### src/rtl/mux4_rr_arbiter.sv
// Four-source arbiter owning the 4:1 one-bit mux select, with bounded grant bursts and a registered data/valid stage.
// Define MUX4_ARB_RR_EN for round-robin arbitration; without it, source 0 has the highest fixed priority.
module mux4_rr_arbiter #(
    parameter int MAX_BURST = 4
) (
    input  logic       clk,
    input  logic       rst_n,
    input  logic [3:0] req,
    input  logic [3:0] in,
    output logic [3:0] gnt,
    output logic [1:0] sel,
    output logic       y,
    output logic       valid,
    output logic       busy
);

    typedef enum logic {
        IDLE  = 1'b0,
        GRANT = 1'b1
    } state_t;

    localparam logic [3:0] MAX_B = 4'(MAX_BURST);

    state_t     state_q, state_d;
    logic [3:0] gnt_q, gnt_d;
    logic [1:0] sel_q, sel_d;
    logic [3:0] cnt_q, cnt_d;
    logic       y_q, y_d;
    logic       valid_q, valid_d;
    logic [1:0] win;
    logic       win_found;
    logic       hold;

`ifdef MUX4_ARB_RR_EN
    logic [1:0] ptr_q, ptr_d;
    logic [1:0] cand;

    // Search starts just after the last winner, so the last winner ends up lowest.
    always_comb begin
        win       = 2'd0;
        win_found = 1'b0;
        cand      = 2'd0;
        for (int k = 1; k <= 4; k++) begin
            cand = ptr_q + 2'(k);
            if (!win_found && req[cand]) begin
                win       = cand;
                win_found = 1'b1;
            end
        end
    end
`else
    always_comb begin
        win       = 2'd0;
        win_found = |req;
        for (int k = 3; k >= 0; k--) begin
            if (req[k]) win = 2'(k);
        end
    end
`endif

    always_comb begin
        state_d = state_q;
        gnt_d   = gnt_q;
        sel_d   = sel_q;
        cnt_d   = cnt_q;
`ifdef MUX4_ARB_RR_EN
        ptr_d   = ptr_q;
`endif
        hold = (state_q == GRANT) && req[sel_q] && (cnt_q < MAX_B);
        if (hold) begin
            cnt_d = cnt_q + 4'd1;
        end else if (win_found) begin
            // Covers both a fresh grant from IDLE and a bubble-free handover.
            state_d = GRANT;
            gnt_d   = 4'b0001 << win;
            sel_d   = win;
            cnt_d   = 4'd1;
`ifdef MUX4_ARB_RR_EN
            ptr_d   = win;
`endif
        end else begin
            state_d = IDLE;
            gnt_d   = 4'b0000;
            cnt_d   = 4'd0;
        end
        valid_d = |gnt_q;
        y_d     = (|gnt_q) & in[sel_q];
    end

    always_ff @(posedge clk or negedge rst_n) begin
        if (!rst_n) begin
            state_q <= IDLE;
            gnt_q   <= 4'b0000;
            sel_q   <= 2'd0;
            cnt_q   <= 4'd0;
            y_q     <= 1'b0;
            valid_q <= 1'b0;
`ifdef MUX4_ARB_RR_EN
            ptr_q   <= 2'd3;
`endif
        end else begin
            state_q <= state_d;
            gnt_q   <= gnt_d;
            sel_q   <= sel_d;
            cnt_q   <= cnt_d;
            y_q     <= y_d;
            valid_q <= valid_d;
`ifdef MUX4_ARB_RR_EN
            ptr_q   <= ptr_d;
`endif
        end
    end

    assign gnt   = gnt_q;
    assign sel   = sel_q;
    assign y     = y_q;
    assign valid = valid_q;
    assign busy  = |gnt_q;

endmodule

### config.mk
export PLATFORM = sky130hd
export DESIGN_NAME = mux4_rr_arbiter
export DESIGN_NICKNAME = d
export VERILOG_FILES = /design/src/rtl/mux4_rr_arbiter.sv
export SDC_FILE = /design/constraint.sdc
export NUM_CORES = 1
export LEC_CHECK = 0
export ABC_AREA = 1
export CAP_MARGIN = 20
export CORE_ASPECT_RATIO = 1.2
export CORE_MARGIN = 2
export CORE_UTILIZATION = 35
export DETAILED_ROUTE_END_ITERATION = 12
export HOLD_SLACK_MARGIN = 0.12
export SLEW_MARGIN = 20
export SYNTH_ARGS = -nofsm -noshare
export SYNTH_HDL_FRONTEND = slang
export SYNTH_SLANG_ARGS = --single-unit
### constraint.sdc
create_clock -name clk -period 1.31 [get_ports clk]
set_input_delay 0.262 -clock clk [delete_from_list [all_inputs] [get_ports clk]]
set_output_delay 0.262 -clock clk [all_outputs]
set_load 0.02 [all_outputs]
==> results.sh, run 1 <==
export IMPL_power_switching_mw=0.3427
export IMPL_ys_seq_elements=13
export IMPL_hp_class="in -> async"
export IMPL_drv_cap=0
export IMPL_grt_pass1_wl_mm=2.063
export IMPL_power_frac_comb_pct=34.1
export IMPL_rrSetupSlack_ps=90
export IMPL_final_nets=120
export IMPL_grt_pass1_vias=499
export IMPL_yosysTopAreaCellShare_pct=54.28
export IMPL_intPower_mw=0.7489
export IMPL_n_antenna_cell=0
export IMPL_hold_buffers=0
export IMPL_sw_frac_of_total_pct=31.39
export IMPL_core_area_um2=1622
export IMPL_drtPass1Iterations=4
export IMPL_cts_made_buffers=3
export IMPL_synthTopCellsByArea="dfrtp_1 54%, nand2_1 8.8%, nor2_1 6.3%"
export IMPL_fin_crit_sh_pct=112.2
export IMPL_ff2ff_path_depth=7
export IMPL_power_mw=1.092
export IMPL_synth_top_area_cell="dfrtp_1"
export IMPL_vias_per_cell=4.675
export IMPL_root_buffer="clkbuf_4"
export IMPL_wl_per_cell_um=10.25
export IMPL_clkPwrFrac_pct=22.0
export IMPL_cellLeakagePower_nw=0.5108
export IMPL_clk_latency_ps=270
export IMPL_rsz0062_at_grt="yes"
export IMPL_drive_gt1_share_pct=31.48
export IMPL_drt_iter0_markers=8
export IMPL_status="complete, but fails checks"
export IMPL_place_gp_congestion=0.7602
export IMPL_gr_usage_all_layers_pct=13.43
export IMPL_hold_viol=0
export IMPL_antenna_left=0
export IMPL_r2r_start="sel[0]"
export IMPL_netlist_instances=68
export IMPL_final_min_clock_period_ps=1470
export IMPL_fp_dieW_um=41.78
export IMPL_portBuffers=18
export IMPL_die_y_um=49.33
export IMPL_clock_path_buffers=2
export IMPL_stdcell_count=126
export IMPL_critPathKind="reg -> out"
export IMPL_worst_slack_ps=-160.4
export IMPL_netlist_area_um2=599.3
export IMPL_ys_seq_area_share_pct=54.28
export IMPL_drcViolationCount=0
export IMPL_overflow=0
export IMPL_synth_distinct_cells=17
export IMPL_drt_total_wl_mm=1.291
export IMPL_antenna_found_initial=0
export IMPL_area_delta_synth_final_pct=60.33
export IMPL_timing_hold_ws_ps=285.0
export IMPL_htreeDepth=1
export IMPL_vias=589
export IMPL_cts_clk_slew_worst_paths_ps=80
export IMPL_crit_path_end_kind="primary output"
export IMPL_critPathMaxFanout=2
export IMPL_final_common_cell="buf_4"
export IMPL_startpoint_type="register"
export IMPL_mostFrequentLayoutCells="19 x buf_4, 14 x nand2_1, 13 x dfrtp_1"
export IMPL_finalSetupViolations=1
export IMPL_pre_cts_slack_ps=-359.4
export IMPL_rows=16
export IMPL_postLayoutCoreUtil_pct=59.26
export IMPL_avgSynthCellArea_um2=8.814
export IMPL_maxSlewViolCount=0
export IMPL_start_util_pct=36.96
export IMPL_hpwl_um=988.3
export IMPL_syn_nets=79
export IMPL_pwr_share_seq_pct=43.8
export IMPL_required_ps=1050
export IMPL_dieArea_um2=2061
export IMPL_cp_arrival_ps=1210
export IMPL_pin_count=19
export IMPL_r2r_end="sel[1]"
export IMPL_fmax_mhz=680.1
export IMPL_cts_sink_count=13
export IMPL_grt_max_degree=14
export IMPL_ir_worst_vdd_mv=0.7942
export IMPL_synth_warnings=0
export IMPL_violations="setup timing"
export IMPL_skew_ps=5.350
export IMPL_place_inst=121
export IMPL_powerDensity_nw_per_um2=1136
export IMPL_cts_tree="yes"
## registers in the layout, indices dropped and copies added (netlist names)
signal	cells
cnt_q	4
gnt	4
sel	2
state_q	1
valid	1
y	1
## power by group through the flow
stage / clock, mW / sequential [mW] / combinational (mW)
after global routing: 0.273 / 0.482 / 0.408
after detailed placement: 0 / 0.481 / 0.380
final: 0.241 / 0.478 / 0.372
after CTS: 0.252 / 0.475 / 0.363
after floorplan: 0 / 0.527 / 0.125
after global placement: 0 / 0.478 / 0.376
## cell type report
class | instances | area, um2
sequential | 13 | 325.3
tap | 18 | 22.52
fill | 151 | 660.6
clock buffer | 4 | 26.28
multi-input combinational | 45 | 257.7
timing repair buffer | 37 | 295.3
inverter | 9 | 33.78
## metrics by stage
stage	TNS, ps	cell area [um2]
5_1_grt	-248.0	960.9
2_1_floorplan	0	599.3
6_report	-160.4	960.9
3_3_place_gp	-1544	925.9
3_5_place_dp	-1599	925.9
4_1_cts	-213.4	948.4
## cell usage after synthesis (all sizes together)
| master | count |
|---|---|
| nor2 | 10 |
| dfrtp | 13 |
| nand2 | 14 |
| buf | 1 |
| ha | 1 |
| nand4 | 3 |
| o21ai | 4 |
| nor4 | 1 |
| inv | 9 |
| a21oi | 1 |
| nand3b | 1 |
| nand3 | 8 |
| conb | 1 |
| nor3 | 1 |
## logic make-up after synthesis
family | count (synthesis) | synth area share [%]
fa+ha+maj | 1 | 2.087
buf+inv | 10 | 7.515
compound gates | 5 | 4.175
simple gates | 38 | 31.32
other cells | 1 | 0.6257
flops | 13 | 54.28
## per-layer routing
layer | wire length [um] | GRT usage, % | up-vias
met5 | 0 | 0 | -
met4 | 17 | 8.065 | 0
met3 | 62 | 3.704 | 2
met2 | 636 | 21.35 | 11
met1 | 574 | 15.89 | 277
li1 | - | - | 299
## worst max-delay path by stage
stage               startpoint   end  slack [ps]  depth (start not counted)
global route            gnt[1]  busy        -240                          3
global placement        gnt[1]  busy        -310                          3
CTS                     gnt[2]  busy        -210                          3
floorplan               gnt[1]  busy          80                          2
detailed placement      gnt[1]  busy        -360                          3
finish                  gnt[1]  busy        -160                          3
## worst max-delay path, stage by stage, from the launching register on
cell	delay, ps
dfrtp_1	410
nor4_4	300
inv_1	100
buf_6	140
## timing repair
action / in CTS / in global routing
pin swaps: 1 / 2
resized for setup: 28 / 4
setup buffers: 0 / 1
setup endpoints to repair: 10 / 8
Note: power is estimated with default switching activity, not from simulation.
==> run 2: changes to the inputs <==
--- a/config.mk
+++ b/config.mk
@@ -11,7 +11,8 @@
 export CORE_MARGIN = 2
 export CORE_UTILIZATION = 35
 export DETAILED_ROUTE_END_ITERATION = 12
-export HOLD_SLACK_MARGIN = 0.12
+export HOLD_SLACK_MARGIN = 0.06
+export SKIP_CTS_REPAIR_TIMING = 1
 export SLEW_MARGIN = 20
 export SYNTH_ARGS = -nofsm -noshare
 export SYNTH_HDL_FRONTEND = slang
==> results.sh, run 2 (same netlist as run 1, synthesis figures left out) <==
export IMPL_status="complete, but fails checks"
export IMPL_violations="setup timing"
export IMPL_cts_tree="yes"
export IMPL_skew_ps=3.857
export IMPL_r2r_end="sel[1]"
export IMPL_drv_cap=0
export IMPL_ir_worst_vdd_mv=0.8051
export IMPL_cp_arrival_ps=1300
export IMPL_fillers=147
export IMPL_grt_pass1_vias=500
export IMPL_wl_per_cell_um=10.46
export IMPL_antenna_left=0
export IMPL_startpoint_type="register"
export IMPL_drt_total_wl_mm=1.307
export IMPL_clock_path_buffers=2
export IMPL_cts_sink_count=13
export IMPL_overflow=0
export IMPL_vias_per_cell=4.696
export IMPL_area_delta_synth_final_pct=66.39
export IMPL_gr_usage_all_layers_pct=13.28
export IMPL_drcViolationCount=0
export IMPL_fmax_mhz=641.2
export IMPL_hpwl_um=988.3
export IMPL_critPathMaxFanout=2
export IMPL_n_antenna_cell=0
export IMPL_fin_crit_sh_pct=119.0
export IMPL_portBuffers=18
export IMPL_finalSetupViolations=1
export IMPL_cts_clk_slew_worst_paths_ps=80
export IMPL_ff2ff_path_depth=7
export IMPL_cellLeakagePower_nw=0.6007
export IMPL_cts_made_buffers=3
export IMPL_final_nets=119
export IMPL_rows=16
export IMPL_critPathKind="reg -> out"
export IMPL_core_area_um2=1622
export IMPL_start_util_pct=36.96
export IMPL_dieArea_um2=2061
export IMPL_grt_pass1_wl_mm=2.049
export IMPL_final_min_clock_period_ps=1560
export IMPL_crit_path_end_kind="primary output"
export IMPL_powerDensity_nw_per_um2=1099
export IMPL_antenna_found_initial=0
export IMPL_vias=587
export IMPL_cp_slowest_cell="dfrtp_1"
export IMPL_die_y_um=49.33
export IMPL_place_gp_congestion=0.7602
export IMPL_crit_path_start="gnt[1]"
export IMPL_crit_buf_inv=2
export IMPL_power_mw=1.096
export IMPL_rsz0062_at_grt="yes"
export IMPL_worst_slack_ps=-249.5
export IMPL_pre_cts_slack_ps=-359.4
export IMPL_grt_max_degree=14
export IMPL_r2r_start="sel[0]"
export IMPL_fp_dieW_um=41.78
export IMPL_crit_end="busy"
export IMPL_root_buffer="clkbuf_4"
export IMPL_stdcell_count=125
export IMPL_cp_cell_sequence="nor4_2 -> inv_1 -> dlymetal6s2s_1"
export IMPL_drtPass1Iterations=3
export IMPL_pin_count=19
export IMPL_critical_path_depth=3
export IMPL_seq_area_um2=325.3
export IMPL_htreeDepth=1
export IMPL_hp_class="in -> async"
export IMPL_final_common_cell="buf_4"
export IMPL_drive_gt1_share_pct=26.17
export IMPL_clk_latency_ps=270
export IMPL_rrSetupSlack_ps=100
export IMPL_slowest_delay_ps=390
export IMPL_maxSlewViolCount=0
export IMPL_path_delay_family="flip-flops"
export IMPL_drt_iter0_markers=9
export IMPL_multi_input_area_um2=251.5
export IMPL_required_ps=1050
export IMPL_mostFrequentLayoutCells="18 x buf_4, 13 x nand2_1, 13 x dfrtp_1"
export IMPL_hold_viol=0
export IMPL_place_inst=121
## run 2: per-stage QoR
step | utilization [%] | setup TNS, ps | hold WS, ps | area (um2)
2_1_floorplan | - | 0 | -33.59 | 599.3
3_3_place_gp | 57.10 | -1544 | 457.2 | 925.9
3_5_place_dp | 57.10 | -1599 | 468.8 | 925.9
4_1_cts | 58.72 | -2580 | 283.9 | 952.2
5_1_grt | 61.50 | -346.3 | 310.2 | 997.2
6_report | 61.50 | -249.5 | 287.7 | 997.2
## run 2: final cells by class
type	count	share of cell area (%)
repair buffers	36	33.88
flip-flops and latches	13	32.62
multi-input cells	45	25.22
inverters	9	3.388
clock buffers	4	2.635
well taps	18	2.258
## run 2: worst min-delay path by stage
| stage | start | endpoint | slack (ps) | depth (start not counted) |
|---|---|---|---|---|
| 2_1_floorplan | rst_n | cnt_q[0] | -30 | 0 |
| 3_3_place_gp | cnt_q[0] | cnt_q[0] | 460 | 1 |
| 3_5_place_dp | cnt_q[0] | cnt_q[0] | 470 | 1 |
| 4_1_cts | rst_n | gnt[2] | 280 | 2 |
| 5_1_grt | rst_n | gnt[2] | 310 | 2 |
| 6_report | rst_n | gnt[2] | 290 | 2 |
## run 2: report_power, final
group | leakage [nW] | internal (mW) | switching [mW] | total (mW)
clock | 0.0150 | 0.118 | 0.121 | 0.239
sequential | 0.160 | 0.448 | 0.0265 | 0.475
combinational | 0.426 | 0.193 | 0.189 | 0.382
total | 0.601 | 0.759 | 0.337 | 1.10
## run 2: per-layer routing
metal | part of all wire, % | vias to the layer above | GRT usage [%]
met5 | 0 | - | 0
met4 | 1.3 | 0 | 8.065
met3 | 5.4 | 2 | 3.704
met2 | 48 | 13 | 20.83
met1 | 45 | 272 | 15.89
li1 | - | 300 | -
==> run 3: changes to the inputs <==
--- a/config.mk
+++ b/config.mk
@@ -5,14 +5,12 @@
 export SDC_FILE = /design/constraint.sdc
 export NUM_CORES = 1
 export LEC_CHECK = 0
-export ABC_AREA = 1
 export CAP_MARGIN = 20
-export CORE_ASPECT_RATIO = 1.2
 export CORE_MARGIN = 2
-export CORE_UTILIZATION = 35
+export CORE_UTILIZATION = 44
 export DETAILED_ROUTE_END_ITERATION = 12
 export HOLD_SLACK_MARGIN = 0.06
-export SKIP_CTS_REPAIR_TIMING = 1
+export PLACE_DENSITY = 0.76
 export SLEW_MARGIN = 20
 export SYNTH_ARGS = -nofsm -noshare
 export SYNTH_HDL_FRONTEND = slang
==> results.sh, run 3 <==
export IMPL_maxSlewViolCount=0
export IMPL_synth_most_common_cell="dfrtp_1"
export IMPL_finalSetupViolations=11
export IMPL_pin_count=19
export IMPL_hp_class="in -> async"
export IMPL_gr_usage_all_layers_pct=21.43
export IMPL_drv_cap=0
export IMPL_final_common_cell="dfrtp_1"
export IMPL_grt_max_degree=10
export IMPL_root_buffer="clkbuf_4"
export IMPL_cts_clk_slew_worst_paths_ps=90
export IMPL_portBuffers=18
export IMPL_slowest_delay_ps=550
export IMPL_pre_cts_slack_ps=-462.2
export IMPL_critPathMaxFanout=3
export IMPL_yosys_top_cells_count="13 x dfrtp_1, 4 x mux2_2"
export IMPL_hold_viol=0
export IMPL_dieArea_um2=1749
export IMPL_drt_iter0_markers=4
export IMPL_netlist_instances=50
export IMPL_antenna_left=0
export IMPL_synth_warnings=0
export IMPL_grt_pass1_wl_mm=2.739
export IMPL_postLayoutCoreUtil_pct=79.87
export IMPL_yosysTopAreaCellShare_pct=51.69
export IMPL_area_delta_synth_final_pct=67.20
export IMPL_core_area_um2=1318
export IMPL_htreeDepth=1
export IMPL_cellLeakagePower_nw=0.5046
export IMPL_cts_tree="yes"
export IMPL_n_antenna_cell=0
export IMPL_start_util_pct=47.77
export IMPL_startpoint_type="register"
export IMPL_synth_edf_count=0
export IMPL_mostFrequentLayoutCells="12 x dfrtp_1, 10 x buf_6, 10 x buf_4"
export IMPL_cts_made_buffers=3
export IMPL_ys_seq_area_share_pct=51.69
export IMPL_violations="setup timing"
export IMPL_drive_gt1_share_pct=55.17
export IMPL_ir_worst_vdd_mv=0.6286
export IMPL_final_nets=99
export IMPL_vias=556
export IMPL_grt_pass1_vias=631
export IMPL_required_ps=1050
export IMPL_powerDensity_nw_per_um2=1037
export IMPL_cp_slowest_cell="or4_4"
export IMPL_fillers=84
export IMPL_ys_seq_elements=13
export IMPL_fin_crit_sh_pct=124.9
export IMPL_status="complete, but fails checks"
export IMPL_place_gp_congestion=0.8036
export IMPL_clk_latency_ps=280
export IMPL_die_y_um=41.82
export IMPL_rows=13
export IMPL_crit_path_end_kind="primary output"
export IMPL_drt_total_wl_mm=1.746
export IMPL_syn_nets=61
export IMPL_synth_top_area_cell="dfrtp_1"
export IMPL_clock_path_buffers=2
export IMPL_rsz0062_at_grt="yes"
export IMPL_avgSynthCellArea_um2=12.59
export IMPL_drcViolationCount=0
export IMPL_worst_slack_ps=-326.1
export IMPL_synth_ff_type="dfrtp_1"
export IMPL_cp_arrival_ps=1370
export IMPL_netlist_area_um2=629.4
export IMPL_finalSetupTns_ps=-1377
export IMPL_overflow=0
export IMPL_hold_buffers=0
export IMPL_cp_cell_sequence="or4_4 -> buf_6"
export IMPL_final_min_clock_period_ps=1636
export IMPL_wl_per_cell_um=17.12
export IMPL_drtPass1Iterations=4
export IMPL_synth_distinct_cells=27
export IMPL_hpwl_mm=1.203
export IMPL_fin_area_um2=1052
export IMPL_antenna_found_initial=0
export IMPL_fmax_mhz=611.2
export IMPL_critPathKind="reg -> out"
export IMPL_skew_ps=9.247
export IMPL_synthTopCellsByArea="dfrtp_1 52%, mux2_2 7.2%, mux4_1 4.2%"
export IMPL_cts_sink_count=13
export IMPL_placed_cell_area_um2=933.4
export IMPL_fp_dieW_um=41.82
export IMPL_vias_per_cell=5.451
export IMPL_async_reset_ff_share_pct=100.0
==> run 3: changes by cell type after synthesis, moves of 3 or more <==
cell	change
nand2_1	-13
nor2_1	-8
inv_1	-6
mux2_2	+4
nand3_1	-3
nand3_2	-3
nand4_1	-3
==> run 3: final timing paths <==
kind / to / startpoint / slack (ps) / cells after the start
worst min register to register: valid / gnt[0] / 530 / 1
worst max register to register: gnt[1] / sel[0] / -190 / 3
min in group clk: gnt[2] / req[2] / 490 / 3
max in group asynchronous: state_q / rst_n / 660 / 2
worst min-delay path: sel[1] / rst_n / 220 / 1
worst max-delay path: busy / gnt[0] / -330 / 2
==> run 3: final cells by class <==
type,count,area [um2],share of cell area (%)
multi-input cells,33,352.8,33.53
well taps,15,18.77,1.784
flip-flops and latches,13,326.6,31.03
clock buffers,3,22.52,2.140
clock inverters,1,5.005,0.4756
repair buffers,35,319.1,30.32
inverters,2,7.507,0.7134
==> run 3: routing by layer <==
metal	vias to the layer above	GRT usage [%]	routed length, um
met4	0	12.90	31
li1	258	-	-
met5	-	0	0
met3	4	5.217	63
met1	276	21.85	711
met2	18	38.75	939
==> run 3: critical path: cells and delay by family, from the launching register on <==
family / cells / cell delay (ps)
buffers and inverters: 1 / 150
and+or+nand+nor: 1 / 550
DFF: 1 / 390
==> run 3: power by group <==
part	total (mW)	leakage (nW)	internal (mW)	switching [mW]
combinational	0.379	0.330	0.214	0.165
sequential	0.461	0.157	0.438	0.0228
clock	0.251	0.0177	0.113	0.138
==> run 3: timing repair <==
item | 4_1_cts | 5_1_grt
endpoints found under the hold margin | 0 | 0
pin swaps | 7 | 4
resized for setup | 47 | 11
endpoints found under the setup margin | 18 | 12
setup buffers | 2 | 2
==> run 3: through the flow <==
step,power (mW),hold slack (ps),cells
2_1_floorplan,0.6185,-33.59,50
3_3_place_gp,0.7752,482.1,95
3_5_place_dp,0.7883,503.3,95
4_1_cts,1.057,201.8,101
5_1_grt,1.133,218.6,102
6_report,1.091,219.3,102
==> run 3: logic make-up after synthesis <==
logic type | count (synthesis) | synth area share, %
simple gates | 16 | 16.70
flops | 13 | 51.69
buf+inv | 4 | 3.578
other cells | 1 | 0.5958
compound gates | 9 | 10.54
mux | 6 | 14.91
fa+ha+maj | 1 | 1.988
